### config.mk
export PLATFORM = sky130hd
export DESIGN_NAME = lfsr_stream_flat
export DESIGN_NICKNAME = d
export VERILOG_FILES = /design/src/rtl/lfsr_pkg.sv /design/src/rtl/lfsr_stream_if.sv /design/src/rtl/lfsr_core.sv /design/src/rtl/lfsr_stream.sv /design/src/flat_wrapper.sv
export SDC_FILE = /design/constraint.sdc
export NUM_CORES = 1
export LEC_CHECK = 0
export CAP_MARGIN = 20
export CORE_ASPECT_RATIO = 0.9
export CORE_UTILIZATION = 39
export DETAILED_ROUTE_END_ITERATION = 16
export PLACE_DENSITY = 0.66
export SETUP_SLACK_MARGIN = 0.02
export SKIP_CTS_REPAIR_TIMING = 1
export SLEW_MARGIN = 30
export SYNTH_ARGS = -nofsm -noshare
export SYNTH_HDL_FRONTEND = slang
export SYNTH_SLANG_ARGS = --single-unit
export TNS_END_PERCENT = 1
### constraint.sdc
create_clock -name clk -period 2.5 [get_ports clk]
set_input_delay 0.375 -clock clk [delete_from_list [all_inputs] [get_ports clk]]
set_output_delay 0.375 -clock clk [all_outputs]
set_load 0.02 [all_outputs]
### src/rtl/lfsr_pkg.sv
// ============================================================================
// lfsr_pkg : shared types and constants for the LFSR word stream generator
// Rev 1.0
// ============================================================================
`default_nettype none

package lfsr_pkg;

    typedef enum logic [1:0] {
        ST_IDLE = 2'd0,
        ST_RUN  = 2'd1,
        ST_HOLD = 2'd2
    } state_e;

    localparam int unsigned C_DEFAULT_SEED = 1;

    // Bit-counter width; a single-bit word still needs a 1-bit counter.
    function automatic int cnt_width(input int w);
        return (w > 1) ? $clog2(w) : 1;
    endfunction

endpackage

`default_nettype wire

### src/rtl/lfsr_stream_if.sv
// ============================================================================
// lfsr_stream_if : control, configuration and output stream of lfsr_stream
// Rev 1.0 -- optional mode signal present when LFSR_GALOIS_EN is defined
// ============================================================================
`default_nettype none

interface lfsr_stream_if #(
    parameter int NBITS = 8,
    parameter int OUTW  = 8,
    parameter int CNTW  = 16
);
    logic             seed_valid;
    logic [NBITS-1:0] seed;
    logic [NBITS-1:0] taps;
    logic             start;
    logic             stop;
`ifdef LFSR_GALOIS_EN
    logic             mode;
`endif
    logic             out_valid;
    logic             out_ready;
    logic [OUTW-1:0]  out_data;
    logic             busy;
    logic             lockup;
    logic [CNTW-1:0]  word_count;

`ifdef LFSR_GALOIS_EN
    modport master (
        output seed_valid, seed, taps, start, stop, mode, out_ready,
        input  out_valid, out_data, busy, lockup, word_count
    );
    modport slave (
        input  seed_valid, seed, taps, start, stop, mode, out_ready,
        output out_valid, out_data, busy, lockup, word_count
    );
`else
    modport master (
        output seed_valid, seed, taps, start, stop, out_ready,
        input  out_valid, out_data, busy, lockup, word_count
    );
    modport slave (
        input  seed_valid, seed, taps, start, stop, out_ready,
        output out_valid, out_data, busy, lockup, word_count
    );
`endif

endinterface

`default_nettype wire

### src/rtl/lfsr_core.sv
// ============================================================================
// lfsr_core : LFSR state register with seed load and single-bit step
// Rev 1.0 -- Galois step selectable via mode when LFSR_GALOIS_EN is defined
// ============================================================================
`default_nettype none

module lfsr_core
    import lfsr_pkg::*;
#(
    parameter int          NBITS    = 8,
    parameter int unsigned RST_SEED = C_DEFAULT_SEED
) (
    input  wire logic             clk,
    input  wire logic             rst,
    input  wire logic             load,
    input  wire logic [NBITS-1:0] seed,
    input  wire logic             step,
    input  wire logic [NBITS-1:0] taps,
`ifdef LFSR_GALOIS_EN
    input  wire logic             mode,
`endif
    output logic      [NBITS-1:0] q,
    output logic                  out_bit
);

    localparam logic [NBITS-1:0] C_RST_Q = NBITS'(RST_SEED);

    logic [NBITS-1:0] q_q;
    logic [NBITS-1:0] q_d;
    logic [NBITS-1:0] fib_next;
`ifdef LFSR_GALOIS_EN
    logic [NBITS-1:0] gal_next;
`endif

    always_comb begin
        fib_next = {^(q_q & taps), q_q[NBITS-1:1]};
`ifdef LFSR_GALOIS_EN
        gal_next = {1'b0, q_q[NBITS-1:1]} ^ ({NBITS{q_q[0]}} & taps);
`endif
        q_d = q_q;
        if (load) begin
            q_d = seed;
        end else if (step) begin
`ifdef LFSR_GALOIS_EN
            q_d = mode ? gal_next : fib_next;
`else
            q_d = fib_next;
`endif
        end
    end

    always_ff @(posedge clk or negedge rst) begin
        if (!rst) begin
            q_q <= C_RST_Q;
        end else begin
            q_q <= q_d;
        end
    end

    assign q       = q_q;
    assign out_bit = q_q[0];

endmodule

`default_nettype wire

### src/rtl/lfsr_stream.sv
// ============================================================================
// lfsr_stream : packs LFSR bits into words on a valid/ready stream
// Rev 1.0 -- define LFSR_GALOIS_EN to add the runtime Galois/Fibonacci mode
// ============================================================================
`default_nettype none

module lfsr_stream
    import lfsr_pkg::*;
#(
    parameter int          NBITS    = 8,
    parameter int          OUTW     = 8,
    parameter int          CNTW     = 16,
    parameter int unsigned RST_SEED = C_DEFAULT_SEED
) (
    input wire logic     clk,
    input wire logic     rst,
    lfsr_stream_if.slave bus
);

    localparam int             CW     = cnt_width(OUTW);
    localparam logic [CW-1:0]  C_LAST = CW'(OUTW - 1);

    state_e            state_q, state_d;
    logic [OUTW-1:0]   acc_q, acc_d;
    logic [CW-1:0]     cnt_q, cnt_d;
    logic              stop_pend_q, stop_pend_d;
    logic [CNTW-1:0]   wc_q, wc_d;

    logic              core_load;
    logic              core_step;
    logic [NBITS-1:0]  lfsr_q;
    logic              lfsr_bit;
    logic              lockup;

    lfsr_core #(
        .NBITS    (NBITS),
        .RST_SEED (RST_SEED)
    ) u_core (
        .clk     (clk),
        .rst     (rst),
        .load    (core_load),
        .seed    (bus.seed),
        .step    (core_step),
        .taps    (bus.taps),
`ifdef LFSR_GALOIS_EN
        .mode    (bus.mode),
`endif
        .q       (lfsr_q),
        .out_bit (lfsr_bit)
    );

    assign lockup = (lfsr_q == '0);

    always_comb begin
        state_d     = state_q;
        acc_d       = acc_q;
        cnt_d       = cnt_q;
        stop_pend_d = stop_pend_q;
        wc_d        = wc_q;
        core_load   = 1'b0;
        core_step   = 1'b0;

        case (state_q)
            ST_IDLE: begin
                stop_pend_d = 1'b0;
                // stop outranks seed_valid, which outranks start
                if (bus.stop) begin
                    state_d = ST_IDLE;
                end else if (bus.seed_valid) begin
                    core_load = 1'b1;
                    acc_d     = '0;
                    wc_d      = '0;
                end else if (bus.start && !lockup) begin
                    state_d = ST_RUN;
                    cnt_d   = '0;
                end
            end

            ST_RUN: begin
                core_step    = 1'b1;
                acc_d[cnt_q] = lfsr_bit;
                if (bus.stop) begin
                    // partial word is dropped but the LFSR keeps the step
                    state_d = ST_IDLE;
                    cnt_d   = '0;
                    acc_d   = '0;
                end else if (cnt_q == C_LAST) begin
                    state_d = ST_HOLD;
                    cnt_d   = '0;
                end else begin
                    cnt_d = cnt_q + 1'b1;
                end
            end

            ST_HOLD: begin
                if (bus.stop) begin
                    stop_pend_d = 1'b1;
                end
                if (bus.out_ready) begin
                    wc_d = wc_q + 1'b1;
                    if (stop_pend_q || bus.stop) begin
                        state_d     = ST_IDLE;
                        stop_pend_d = 1'b0;
                    end else begin
                        state_d = ST_RUN;
                    end
                end
            end

            default: begin
                state_d = ST_IDLE;
            end
        endcase
    end

    always_ff @(posedge clk or negedge rst) begin
        if (!rst) begin
            state_q     <= ST_IDLE;
            acc_q       <= '0;
            cnt_q       <= '0;
            stop_pend_q <= 1'b0;
            wc_q        <= '0;
        end else begin
            state_q     <= state_d;
            acc_q       <= acc_d;
            cnt_q       <= cnt_d;
            stop_pend_q <= stop_pend_d;
            wc_q        <= wc_d;
        end
    end

    assign bus.out_valid  = (state_q == ST_HOLD);
    assign bus.out_data   = acc_q;
    assign bus.busy       = (state_q != ST_IDLE);
    assign bus.lockup     = lockup;
    assign bus.word_count = wc_q;

endmodule

`default_nettype wire

### src/flat_wrapper.sv
// flat-port wrapper written by rule: the top's interface ports become plain ports
module lfsr_stream_flat import lfsr_pkg::*;
#(
    parameter int          NBITS    = 8,
    parameter int          OUTW     = 8,
    parameter int          CNTW     = 16,
    parameter int unsigned RST_SEED = C_DEFAULT_SEED
)
  (clk, rst, bus_seed_valid, bus_seed, bus_taps, bus_start, bus_stop, bus_out_ready, bus_out_valid, bus_out_data, bus_busy, bus_lockup, bus_word_count);
  lfsr_stream_if #(.NBITS(NBITS), .OUTW(OUTW), .CNTW(CNTW)) bus_i ();
  input wire logic clk;
  input wire logic rst;
  input wire logic [$bits(bus_i.seed_valid)-1:0] bus_seed_valid;
  input wire logic [$bits(bus_i.seed)-1:0] bus_seed;
  input wire logic [$bits(bus_i.taps)-1:0] bus_taps;
  input wire logic [$bits(bus_i.start)-1:0] bus_start;
  input wire logic [$bits(bus_i.stop)-1:0] bus_stop;
  input wire logic [$bits(bus_i.out_ready)-1:0] bus_out_ready;
  output wire logic [$bits(bus_i.out_valid)-1:0] bus_out_valid;
  output wire logic [$bits(bus_i.out_data)-1:0] bus_out_data;
  output wire logic [$bits(bus_i.busy)-1:0] bus_busy;
  output wire logic [$bits(bus_i.lockup)-1:0] bus_lockup;
  output wire logic [$bits(bus_i.word_count)-1:0] bus_word_count;
  assign bus_i.seed_valid = bus_seed_valid;
  assign bus_i.seed = bus_seed;
  assign bus_i.taps = bus_taps;
  assign bus_i.start = bus_start;
  assign bus_i.stop = bus_stop;
  assign bus_i.out_ready = bus_out_ready;
  assign bus_out_valid = bus_i.out_valid;
  assign bus_out_data = bus_i.out_data;
  assign bus_busy = bus_i.busy;
  assign bus_lockup = bus_i.lockup;
  assign bus_word_count = bus_i.word_count;
  lfsr_stream #(.NBITS(NBITS), .OUTW(OUTW), .CNTW(CNTW), .RST_SEED(RST_SEED)) u_core (.clk(clk), .rst(rst), .bus(bus_i));
endmodule
==> flow_summary.ini, run 1 <==
[setup_path]
r2r_slack_ns = 0.52
worstPathArrival_ns = 1.74
slowest_delay_ns = 0.66
cp.required_ns = 2.12
r2r-start = u_core.u_core.q[0]
critPathMaxFanout = 8
rr_worst_depth = 5
crit_path_end_kind = output port
crit_start = u_core.state_q[1]
cp_slowest_cell = clkdlybuf4s50_1
critical_path.cell_chain = nor2b_1 > clkdlybuf4s50_1
cp-start-kind = flop
path_class = reg2out
r2r_end = u_core.cnt_q[2]

[yosys]
postSynthCellCount = 210
synthDistinctLibCells = 39
ys_seq_area_frac = 0.478
syn_avg_cell_area_um2 = 9.49
yosysTopAreaCell = dfrtp_1
ys_ff_latch = 38
syn-num-nets = 235
async_flop_share = 1.00
synth-edff-count = 0
ys_warn_count = 0
post-synth-top-area-fraction = 0.465
synthTopCellsByArea = dfrtp_1 (46%), nand2_1 (6.4%), xor2_1 (4.8%)
syn_area_um2 = 1990
synth_top_flop_cell = dfrtp_1

[final_layout]
finalNonFillerCells = 330
design_area_um2 = 2670
final_common_cell = clkdlybuf4s50_1
final_cell_mix = clkdlybuf4s50_1 (46), dfrtp_1 (37), nand2_1 (34)
fillers = 464
drive_gt1_frac = 0.0830
diodes = 0
syn_to_final_growth_pct = 34.0
final_nets = 289

[placed_design]
place_area_um2 = 2550
place.gp.congestion = 0.768
hpwl_um = 3230
portBuffers = 48
dpl.cell_count = 320

[power]
power.total_w = 0.00151
peakVddDrop_uv = 257
leakage_nw = 1.19
powerDensity_nw_per_um2 = 566

[floorplanning]
rows = 24
io_pins = 49
die_area_um2 = 5400
core-area_um2 = 4860
die_x_um = 77.4
dieHeight_um = 69.8
start_util = 0.410

[clock_tree]
worstSkewPairLatency_ns = 0.29
tritoncts = yes
numCtsBuffers = 5
cts_sinks = 38
clock_path_buffers = 2
cts_root_buffer = clkbuf_8
clk_pin_slew_ns = 0.07
h-tree-depth = 2

[sta]
final-setup-viol-count = 0
layout_min_cycle_time_ns = 2.12
slew_violations = 0
hold_viol = 0
rsz0062_at_grt = false
fmax_ghz = 0.473
skew_ns = 0.00544
worst_slew_pin_slew_ns = 0.547
relSlewSlack = 0.634
fin_tns_setup_ns = 0
post-route-period-util = 0.846

[global_routing]
grt.overflow.total = 0
grt_use_met2 = 0.289
antenna_found_initial = 0
grt_max_degree = 39
grt_pass1_vias = 1639
grt_usage = 0.186
grt_pass1_wl_um = 7750
grt_busiest_layer = met2
use_met1 = 0.256
use_met3 = 0.0461

[detailed_routing]
drc = 0
drtIter0Drc = 104
drt_pass1_iterations = 4
post_drt_wl_per_cell_um = 13.8
ant_nets = 0
vias_per_cell = 5.07
vias = 1672
drt-total-wl_um = 4560

[worst_hold_path]
hold_class = in2async

[job]
max_cap_violations = 0

[outcome]
status = complete, no violations
report_power, final:
part | total [W] | switching, W | internal (W)
combinational | 0.000325 | 0.000161 | 0.000165
sequential | 0.000756 | 0.0000814 | 0.000675
clock | 0.000430 | 0.000207 | 0.000222
worst max-delay path by stage:
| stage | endpoint | slack, ns | depth (start not counted) |
|---|---|---|---|
| after detailed placement | u_core.bus.word_count[7] | 0.14 | 6 |
| after floorplan | u_core.cnt_q[1] | 0.64 | 5 |
| final | bus_out_valid | 0.38 | 2 |
| after global routing | bus_out_valid | 0.30 | 2 |
| after CTS | bus_lockup | -0.005 | 3 |
| after global placement | u_core.bus.word_count[7] | 0.18 | 6 |
sequential cells by signal, indices dropped and copies added (netlist names):
signal and flops:
u_core.u_core.q 8, u_core.bus.word_count 16, u_core.cnt_q 3, u_core.bus.out_data 8, u_core.state_q 2, u_core.stop_pend_q 1
worst max-delay path, delay by kind of cell, from the launching register on:
family,cells,cell delay (ns)
buffers and inverters,1,0.66
AND/OR/NAND/NOR,1,0.32
flip-flops,1,0.47
routing by layer:
metal | up-vias | routed length (um)
met4 | 0 | 59
met1 | 788 | 2190
li1 | 829 | -
met5 | - | 0
met2 | 49 | 2040
met3 | 6 | 262
cell usage after synthesis (2+ instances only):
library cell / count
mux2i_1: 3
nand2_1: 34
a32o_1: 3
nand2b_1: 4
a21o_1: 2
and3_1: 2
nand3_1: 6
or4_1: 2
dfrtp_1: 37
xor2_1: 11
xnor2_1: 10
clkbuf_1: 5
a22o_1: 5
nor2b_1: 5
o21ai_0: 16
nor2_1: 25
ha_1: 3
nor3_1: 2
a21oi_1: 5
a31oi_1: 2
and4_1: 2
nand4_1: 3
inv_1: 4
a22oi_1: 4
area by class of cell:
| class | count | area (um2) | area share |
|---|---|---|---|
| Inverter | 4 | 15.0 | 0.00562 |
| Clock inverter | 1 | 5.00 | 0.00187 |
| Clock buffer | 7 | 86.3 | 0.0323 |
| Timing Repair Buffer | 55 | 546 | 0.204 |
| Sequential cell | 38 | 952 | 0.356 |
| Multi-Input combinational cell | 160 | 986 | 0.369 |
| Tap cell | 65 | 81.3 | 0.0304 |
logic make-up after synthesis:
family | after synthesis | synth area share
compound gates | 42 | 0.148
buf+inv | 12 | 0.0276
mux | 3 | 0.0151
flops | 38 | 0.478
fa+ha+maj | 3 | 0.0188
xor+xnor | 21 | 0.0923
simple gates | 91 | 0.221
metrics by stage:
stage / util / worst slack (ns) / hold WS (ns)
floorplan: - / 0.641 / 0.0794
finish: 0.549 / 0.384 / 0.502
global route: 0.549 / 0.298 / 0.514
global placement: 0.524 / 0.184 / 0.491
detailed placement: 0.524 / 0.139 / 0.489
CTS: 0.542 / -0.00532 / 0.219
Note: power is estimated with default switching activity, not from simulation.
==> inputs of run 2 (changes only) <==
--- a/config.mk
+++ b/config.mk
@@ -9,7 +9,7 @@
 export CORE_ASPECT_RATIO = 0.9
 export CORE_UTILIZATION = 39
 export DETAILED_ROUTE_END_ITERATION = 16
-export PLACE_DENSITY = 0.66
+export PLACE_DENSITY = 0.68
 export SETUP_SLACK_MARGIN = 0.02
 export SKIP_CTS_REPAIR_TIMING = 1
 export SLEW_MARGIN = 30
==> constraint.sdc (replaced) <==
create_clock -name clk -period 1.81 [get_ports clk]
set_input_delay 0.2715 -clock clk [delete_from_list [all_inputs] [get_ports clk]]
set_output_delay 0.2715 -clock clk [all_outputs]
set_load 0.02 [all_outputs]
==> run 2 against run 1 <==
- clock-buffer cell count shrank 2
- cell area grew 8.5%
- global-route usage shrank 0.17 points
- critical endpoint is now bus_lockup
- flip-flop and latch count is the same
==> flow_summary.ini, run 2 (synthesis gave the netlist of run 1 again) <==
[placed_design]
place_area_um2 = 2720
portBuffers = 48
pre_cts_ws_ns = -0.373
hpwl_um = 3340
place.gp.congestion = 0.782

[setup_path]
cp-start-kind = flop
crit_start = u_core.u_core.q[4]
cp_slowest_cell = or4_4
critical_path.cell_chain = or4_4 > nor2_2 > buf_4
slowest_delay_ns = 0.53
r2r-start = u_core.u_core.q[0]
path_class = reg2out
r2r_slack_ns = 0.06
cp-endpoint = bus_lockup
worstPathArrival_ns = 1.48
crit_path_end_kind = output port
cp.required_ns = 1.54
critPathMaxFanout = 2
r2r_end = u_core.cnt_q[1]
rr_worst_depth = 6

[global_routing]
grt_pass1_vias = 1635
grt_max_degree = 21
antenna_found_initial = 0
grt.overflow.total = 0
grt_pass1_wl_um = 7780
grt_usage = 0.185

[final_layout]
final_cell_mix = clkdlybuf4s50_1 (42), dfrtp_1 (37), nand2_1 (34)
diodes = 0
final_nets = 309
drive_gt1_frac = 0.172
fillers = 440
largest_reg_flops = 16
design_area_um2 = 2900
syn_to_final_growth_pct = 45.4
final_common_cell = clkdlybuf4s50_1

[detailed_routing]
drtIter0Drc = 103
ant_nets = 0
drt-total-wl_um = 4520
post_drt_wl_per_cell_um = 12.9
vias = 1740
drc = 0
vias_per_cell = 4.97
drt_pass1_iterations = 5

[clock_tree]
cts_root_buffer = clkbuf_8
numCtsBuffers = 5
clock_path_buffers = 2
cts_sinks = 38
worstSkewPairLatency_ns = 0.30
h-tree-depth = 2
clk_pin_slew_ns = 0.08
tritoncts = yes

[power]
powerDensity_nw_per_um2 = 860
leakage_nw = 1.35
peakVddDrop_uv = 402

[sta]
post-route-period-util = 0.970
layout_min_cycle_time_ns = 1.76
worst_slew_pin_slew_ns = 0.459
slew_violations = 0
fin_hold_ws_ns = 0.425
relSlewSlack = 0.694
final-setup-viol-count = 0
skew_ns = 0.0125
fmax_ghz = 0.570
timing.final.ws_setup_ns = 0.0546
rsz0062_at_grt = true
hold_viol = 0

[floorplanning]
io_pins = 49
start_util = 0.410
core-area_um2 = 4860
rows = 24
die_x_um = 77.4
dieHeight_um = 69.8
die_area_um2 = 5400

[outcome]
status = complete, no violations

[job]
max_cap_violations = 0

[worst_hold_path]
hold_class = in2reg
[run 2: cell types whose count changed in the layout (fill, tap and decap cells not counted), sizes merged]
| cell | previous run | this run |
|---|---|---|
| bufinv | 0 | 2 |
| buf | 7 | 28 |
| dlymetal6s2s | 1 | 4 |
| clkbuf | 7 | 5 |
| clkdlybuf4s50 | 46 | 42 |
[run 2: worst max-delay path, delay by kind of cell, from the launching register on]
kind / cells / cell delay [ns]
simple gates: 2 / 0.66
buf+inv: 1 / 0.15
flops: 1 / 0.39
[run 2: through the flow]
| stage | setup TNS, ns | total power [W] | instances | util |
|---|---|---|---|---|
| 3_3_place_gp | -3.95 | 0.00161 | 341 | 0.560 |
| 3_5_place_dp | -4.54 | 0.00162 | 341 | 0.560 |
| 6_report | 0 | 0.00249 | 350 | 0.596 |
| 5_1_grt | -0.0644 | 0.00264 | 350 | 0.596 |
| 2_1_floorplan | 0 | 0.00134 | 210 | - |
| 4_1_cts | -0.827 | 0.00249 | 349 | 0.588 |
[run 2: layer usage]
metal  global-route usage  vias up  part of all wire
li1                     -      876                 -
met1                0.265      809              0.49
met2                0.273       48              0.46
met3               0.0316        7             0.040
met4               0.0776        0             0.013
met5                    0        -                 0
[run 2: report_power, final]
| part | leakage (nW) | internal (W) | switching, W |
|---|---|---|---|
| registers | 0.513 | 0.000931 | 0.0000770 |
| clock network | 0.0683 | 0.000552 | 0.000323 |
| logic | 0.772 | 0.000333 | 0.000277 |
| total | 1.35 | 0.00182 | 0.000676 |
[run 2: area by class of cell]
| class | instances | area, um2 | share of cell area |
|---|---|---|---|
| sequential | 38 | 952 | 0.328 |
| inverter | 4 | 15.0 | 0.00518 |
| timing repair buffer | 75 | 701 | 0.242 |
| tap | 65 | 81.3 | 0.0281 |
| clock inverter | 3 | 68.8 | 0.0237 |
| clock buffer | 5 | 68.8 | 0.0237 |
| multi-input combinational | 160 | 1010 | 0.349 |
[run 2: worst min path at each step]
| stage | slack [ns] | start | cells after the start | endpoint |
|---|---|---|---|---|
| after floorplan | -0.02 | rst | 0 | u_core.bus.out_data[0] |
| after global placement | 0.26 | rst | 1 | u_core.bus.out_data[1] |
| after detailed placement | 0.25 | rst | 1 | u_core.bus.out_data[1] |
| after CTS | -0.07 | rst | 1 | u_core.bus.out_data[1] |
| after global routing | 0.43 | bus_stop | 3 | u_core.state_q[0] |
| final | 0.42 | bus_stop | 3 | u_core.state_q[0] |
==> inputs of run 3 (changes only) <==
--- a/config.mk
+++ b/config.mk
@@ -8,6 +8,7 @@
 export CAP_MARGIN = 20
 export CORE_ASPECT_RATIO = 0.9
 export CORE_UTILIZATION = 39
+export CTS_CLUSTER_DIAMETER = 60
 export DETAILED_ROUTE_END_ITERATION = 16
 export PLACE_DENSITY = 0.68
 export SETUP_SLACK_MARGIN = 0.02
==> results of run 3 <==
The final DEF is identical to that of run 2; final timing and power are the same.
